### config.mk
export PLATFORM = sky130hd
export DESIGN_NAME = decode_stage
export DESIGN_NICKNAME = d
export VERILOG_FILES = /design/src/rtl/decode_stage.sv
export SDC_FILE = /design/constraint.sdc
export NUM_CORES = 1
export LEC_CHECK = 0
export BUFFER_PORTS_ARGS = -buffer_cell sky130_fd_sc_hd__buf_4
export CAP_MARGIN = 20
export CORE_ASPECT_RATIO = 1.25
export CORE_UTILIZATION = 44
export CTS_BUF_LIST = sky130_fd_sc_hd__clkbuf_8 sky130_fd_sc_hd__clkbuf_16
export DETAILED_ROUTE_END_ITERATION = 10
export PLACE_DENSITY = 0.8
export SYNTH_ARGS = -nofsm -noshare
export SYNTH_HDL_FRONTEND = slang
export SYNTH_SLANG_ARGS = --single-unit
### constraint.sdc
create_clock -name clk -period 2.6 [get_ports clk]
set_clock_uncertainty 0.05 [all_clocks]
set_input_delay 0.39 -clock clk [delete_from_list [all_inputs] [get_ports clk]]
set_output_delay 0.39 -clock clk [all_outputs]
set_load 0.05 [all_outputs]
### src/rtl/decode_stage.sv
// RV32I decode stage: one registered ALU request behind a valid/ready handshake.
// Define ID_ILLEGAL_TRAP_EN to register the illegal flag; otherwise illegal is tied to 0.
module decode_stage (
  input  logic        clk,
  input  logic        rst,
  input  logic        in_valid,
  output logic        in_ready,
  input  logic [31:0] inst,
  input  logic [31:0] pc,
  input  logic [31:0] rs1_data,
  input  logic [31:0] rs2_data,
  input  logic        flush,
  output logic        out_valid,
  input  logic        out_ready,
  output logic [2:0]  alu_op,
  output logic [31:0] alu_a,
  output logic [31:0] alu_b,
  output logic [4:0]  rd,
  output logic        rd_we,
  output logic        illegal
);

  localparam logic [2:0] ALU_ADD  = 3'd0;
  localparam logic [2:0] ALU_SLL  = 3'd1;
  localparam logic [2:0] ALU_SRL  = 3'd5;

  localparam logic [6:0] OPC_OP     = 7'b0110011;
  localparam logic [6:0] OPC_OP_IMM = 7'b0010011;
  localparam logic [6:0] OPC_LUI    = 7'b0110111;
  localparam logic [6:0] OPC_AUIPC  = 7'b0010111;

  logic [6:0]  opcode;
  logic [2:0]  funct3;
  logic [6:0]  funct7;
  logic        is_shift;

  logic        dec_ok;
  logic [2:0]  dec_op;
  logic [31:0] dec_a;
  logic [31:0] dec_b;
  logic [4:0]  dec_rd;
  logic        dec_we;

  logic        valid_q, valid_d;
  logic [2:0]  alu_op_q;
  logic [31:0] alu_a_q;
  logic [31:0] alu_b_q;
  logic [4:0]  rd_q;
  logic        rd_we_q;
  logic        load;

  assign opcode   = inst[6:0];
  assign funct3   = inst[14:12];
  assign funct7   = inst[31:25];
  assign is_shift = (funct3 == ALU_SLL) || (funct3 == ALU_SRL);

  always_comb begin
    dec_ok = 1'b0;
    dec_op = ALU_ADD;
    dec_a  = 32'd0;
    dec_b  = 32'd0;
    unique case (opcode)
      OPC_OP: begin
        if (funct7 == 7'b0000000) begin
          dec_ok = 1'b1;
          dec_op = funct3;
          dec_a  = rs1_data;
          dec_b  = rs2_data;
        end
      end
      OPC_OP_IMM: begin
        if (is_shift) begin
          // SRAI/odd shift encodings are not supported; only funct7 == 0 passes
          if (funct7 == 7'b0000000) begin
            dec_ok = 1'b1;
            dec_op = funct3;
            dec_a  = rs1_data;
            dec_b  = {27'd0, inst[24:20]};
          end
        end else begin
          dec_ok = 1'b1;
          dec_op = funct3;
          dec_a  = rs1_data;
          dec_b  = {{20{inst[31]}}, inst[31:20]};
        end
      end
      OPC_LUI: begin
        dec_ok = 1'b1;
        dec_op = ALU_ADD;
        dec_a  = 32'd0;
        dec_b  = {inst[31:12], 12'd0};
      end
      OPC_AUIPC: begin
        dec_ok = 1'b1;
        dec_op = ALU_ADD;
        dec_a  = pc;
        dec_b  = {inst[31:12], 12'd0};
      end
      default: begin
        dec_ok = 1'b0;
      end
    endcase

    // Unsupported instructions collapse to a NOP with no writeback
    if (!dec_ok) begin
      dec_op = ALU_ADD;
      dec_a  = 32'd0;
      dec_b  = 32'd0;
    end
  end

  assign dec_rd = inst[11:7];
  assign dec_we = dec_ok && (dec_rd != 5'd0);

  assign in_ready = !valid_q || out_ready;
  assign load     = in_valid && in_ready && !flush;

  always_comb begin
    valid_d = valid_q;
    if (flush) begin
      valid_d = 1'b0;
    end else if (load) begin
      valid_d = 1'b1;
    end else if (out_ready) begin
      valid_d = 1'b0;
    end
  end

  always_ff @(posedge clk or posedge rst) begin
    if (rst) begin
      valid_q  <= 1'b0;
      alu_op_q <= 3'd0;
      alu_a_q  <= 32'd0;
      alu_b_q  <= 32'd0;
      rd_q     <= 5'd0;
      rd_we_q  <= 1'b0;
    end else begin
      valid_q <= valid_d;
      if (load) begin
        alu_op_q <= dec_op;
        alu_a_q  <= dec_a;
        alu_b_q  <= dec_b;
        rd_q     <= dec_rd;
        rd_we_q  <= dec_we;
      end
    end
  end

`ifdef ID_ILLEGAL_TRAP_EN
  logic illegal_q;

  always_ff @(posedge clk or posedge rst) begin
    if (rst) begin
      illegal_q <= 1'b0;
    end else if (load) begin
      illegal_q <= !dec_ok;
    end
  end

  assign illegal = illegal_q;
`else
  assign illegal = 1'b0;
`endif

  assign out_valid = valid_q;
  assign alu_op    = alu_op_q;
  assign alu_a     = alu_a_q;
  assign alu_b     = alu_b_q;
  assign rd        = rd_q;
  assign rd_we     = rd_we_q;

endmodule

==> out/results.md <==
| Result | Reported | Unit |
|:---|:---|:---|
| Area of the die | 8700 | um2 |
| Top achievable clock speed | 0.458 | GHz |
| Hold Slack | 0.0916 | ns |
| Worst Path Arrival | 2.35 | ns |
| Via count of the first global-routing pass | 3695 | - |
| Launching element type of the critical path | register | - |
| Clk slew on worst S/H paths | 0.08 | ns |
| Synthesis Warnings | 0 | - |
| CP startpoint | out_valid$_DFFE_PP0P_ | - |
| Global-route wire length before repair | 18500 | um |
| Combinational power share | 15.5 | % |
| Net Sw Power | 0.651 | mW |
| Pwr Density | 480 | nW/um2 |
| Die Span X | 83.6 | um |
| Starting utilization of the core area | 46.2 | % |
| Top-area cell type share of the netlist area | 50.5 | % |
| Origin of the critical flop-to-flop path | out_valid$_DFFE_PP0P_ | - |
| Max IR drop VDD | 0.283 | mV |
| Routed wire length | 11600 | um |
| DPL Wire Length | 8700 | um |
| Cell type with the largest total area after synthesis | sky130_fd_sc_hd__dfrtp_1 | - |
| Standard-cell rows | 36 | - |
| Share of synthesized area occupied by flip-flops and latches | 50.5 | % |
| Post-cts gate resize count | 0 | - |
| Clock tree from TritonCTS | yes | - |
| Final Hold Vio Count | 0 | - |
| Layout cells sized above 1 | 49.4 | % |
| Setup repair after global routing missed its margin | no | - |
| Final setup fails | 0 | - |
| Kind of critical path | reg2reg | - |
| Area grow syn2layout | 51.2 | % |
| CTS sink count | 74 | - |
| Filler cell count in the final layout | 615 | - |
| Dpl cell area | 5300 | um2 |
| Capture point of the worst path | alu_b[29]$_DFFE_PP0P_ | - |
| Slew Viols, Final | 0 | - |
| Cell depth of the worst flop-to-flop path | 6 | - |
| Path type of the worst min-delay path | in2async | - |
| Mapped cell area | 3660 | um2 |
| Worst-Margin Slew | 0.734 | ns |
| Final setup TNS | 0 | ns |
| Crit path max fanout | 11 | - |
| Antenna violations before repair | 0 | - |
| Count of nets after finishing | 661 | - |
| Setup repair bufs after CTS | 0 | - |
| Total internal power | 2.01 | mW |
| Final Total Pwr | 2.66 | mW |
| Remaining global-route overflow | 0 | - |
| CP Capture Type | register | - |
| Sw frac | 24.5 | % |
| Number of distinct library cell variants in the gate-level netlist after synthesis | 34 | - |
| Synthesized area per cell | 11.1 | um2 |
| Floorplan Core Area | 7930 | um2 |
| Weighted congestion reported at the end of routability-driven placement | 0.912 | - |
| Mean routed wirelength per cell | 18.5 | um |
| Global routing usage summed across all routing layers | 27.1 | % |
| Cts hold-fix bufs | 0 | - |
| Pin count of the biggest net entering global routing | 74 | - |
| Portion of total power attributed to sequential cells | 44.5 | % |
| Worst skew pair latency | 0.34 | ns |
| Required time of the critical path | 2.77 | ns |
| Number of buffers on the longest clock path | 2 | - |
| Final design area excluding fillers | 5540 | um2 |
| Antenna viol nets, final | 0 | - |
| Number of DRC violations after detailed-routing iteration 0 | 155 | - |
| Slack of the worst reg-to-reg path | 0.42 | ns |
| Mapped Cells | 330 | - |
| Power share of the clock group | 40.1 | % |
| Crit path time final | 2.18 | ns |
| Detail-routed via count per cell | 5.80 | - |
| Vertical die dimension | 104 | um |
| Leading post-synthesis cells by cell area | sky130_fd_sc_hd__dfrtp_1, sky130_fd_sc_hd__a221o_1, sky130_fd_sc_hd__and4_1 | - |
| Detailed-route via count | 3635 | - |
| Number of detailed-route iterations in the first pass | 4 | - |
| Diodes inserted | 0 | - |
| Max cap viols | 0 | - |
| Total clock buffers created by CTS | 9 | - |
| Max-slew headroom | 51.0 | % |
| Drt drc | 0 | - |
| Final period util | 84.0 | % |
| Number of I/O pins | 209 | - |
| Synth Register Bits | 74 | - |
| Post-Synthesis Net Count | 463 | - |
| LEAKAGE | 2.81 | nW |
| Outcome | finished, final reports clean | - |
| H-tree Lvls | 3 | - |
| R2R Path End | alu_b[29]$_DFFE_PP0P_ | - |
| Port Buffers | 207 | - |
| CTS Root Buffer Type | sky130_fd_sc_hd__clkbuf_8 | - |
-- cells in the mapped netlist (all sizes together) --
cell,instances
a21oi,1
a221o,32
a22o,2
a22oi,52
and2b,1
and4,32
buf,16
clkbuf,19
conb,1
dfrtp,74
inv,9
nand2,50
nand3b,2
nand4b,1
nor2,6
nor2b,1
nor3,1
nor3b,1
nor4,7
o2111a,1
o21ai,15
o311ai,1
o41ai,1
or3,1
or3b,1
or4,2
-- routing by layer --
layer  GRT usage, %  up-vias  wire length [um]
met5              0        -                 0
met4           13.8        0               393
met3           6.75       31               857
met2           45.4      186              5860
met1           32.1     1744              4520
li1               -     1674                 -
-- power groups by stage --
| stage | sequential, mW | combinational (mW) | clock, mW |
|---|---|---|---|
| floorplan | 1.28 | 0.104 | 0 |
| global placement | 1.20 | 0.405 | 0 |
| detailed placement | 1.21 | 0.413 | 0 |
| CTS | 1.18 | 0.414 | 1.09 |
| global route | 1.19 | 0.440 | 1.13 |
| finish | 1.18 | 0.412 | 1.07 |
-- state kept, by name, summed over array words and instances, names as in the netlist --
name	count
alu_a	32
alu_b	32
rd	5
alu_op	3
out_valid	1
rd_we	1
-- stage by stage --
step / util [%] / std cells / setup slack [ns]
after global placement: 66.9 / 612 / 0.331
after global routing: 69.9 / 627 / 0.286
after detailed placement: 66.9 / 612 / 0.257
after CTS: 69.9 / 627 / 0.419
final: 69.9 / 627 / 0.417
after floorplan: - / 330 / 0.278
-- how the worst min path moves through the flow --
stage / slack [ns] / to / cells after the start / start
floorplan: 0.41 / out_valid$_DFFE_PP0P_ / 1 / flush
global placement: 0.41 / rd[2]$_DFFE_PP0P_ / 2 / rd[2]$_DFFE_PP0P_
detailed placement: 0.43 / rd[2]$_DFFE_PP0P_ / 2 / rd[2]$_DFFE_PP0P_
CTS: 0.11 / out_valid$_DFFE_PP0P_ / 2 / rst
global route: 0.14 / out_valid$_DFFE_PP0P_ / 2 / rst
finish: 0.09 / out_valid$_DFFE_PP0P_ / 2 / rst
-- critical path, stage by stage (launching register included) --
cell and delay (ns):
sky130_fd_sc_hd__dfrtp_1 0.38, sky130_fd_sc_hd__nor2b_1 0.16, sky130_fd_sc_hd__inv_1 0.11, sky130_fd_sc_hd__nand3b_1 0.26
sky130_fd_sc_hd__a21oi_2 0.64, sky130_fd_sc_hd__buf_4 0.34, sky130_fd_sc_hd__a22oi_2 0.10
-- cell usage in the layout, fill, tap and decap left out, types with 3 or more instances in the layout --
cell	count
sky130_fd_sc_hd__bufinv_16	3
sky130_fd_sc_hd__a221o_1	32
sky130_fd_sc_hd__clkbuf_8	10
sky130_fd_sc_hd__nor4_1	5
sky130_fd_sc_hd__inv_1	8
sky130_fd_sc_hd__buf_4	221
sky130_fd_sc_hd__dfrtp_1	74
sky130_fd_sc_hd__o21ai_1	10
sky130_fd_sc_hd__nand2_1	50
sky130_fd_sc_hd__nor2_1	6
sky130_fd_sc_hd__and4_1	32
sky130_fd_sc_hd__a22oi_1	34
sky130_fd_sc_hd__o21ai_0	5
sky130_fd_sc_hd__a22oi_2	18
-- area by class of cell --
| class | instances | area [um2] | area share [%] |
|---|---|---|---|
| clock buffer | 10 | 138 | 2.48 |
| clock inverter | 5 | 103 | 1.85 |
| inverter | 9 | 35.0 | 0.632 |
| multi-input combinational | 212 | 1620 | 29.2 |
| sequential | 74 | 1850 | 33.4 |
| tap | 95 | 119 | 2.14 |
| timing repair buffer | 222 | 1680 | 30.3 |
-- logic make-up after synthesis --
logic type,count (synthesis),share of synthesized area [%]
other,1,0.102
AO/OA/AOI/OAI,105,25.3
AND/OR/NAND/NOR,106,18.0
buffers and inverters,44,6.08
flip-flops,74,50.5
Power figures use the tool's default switching activity.
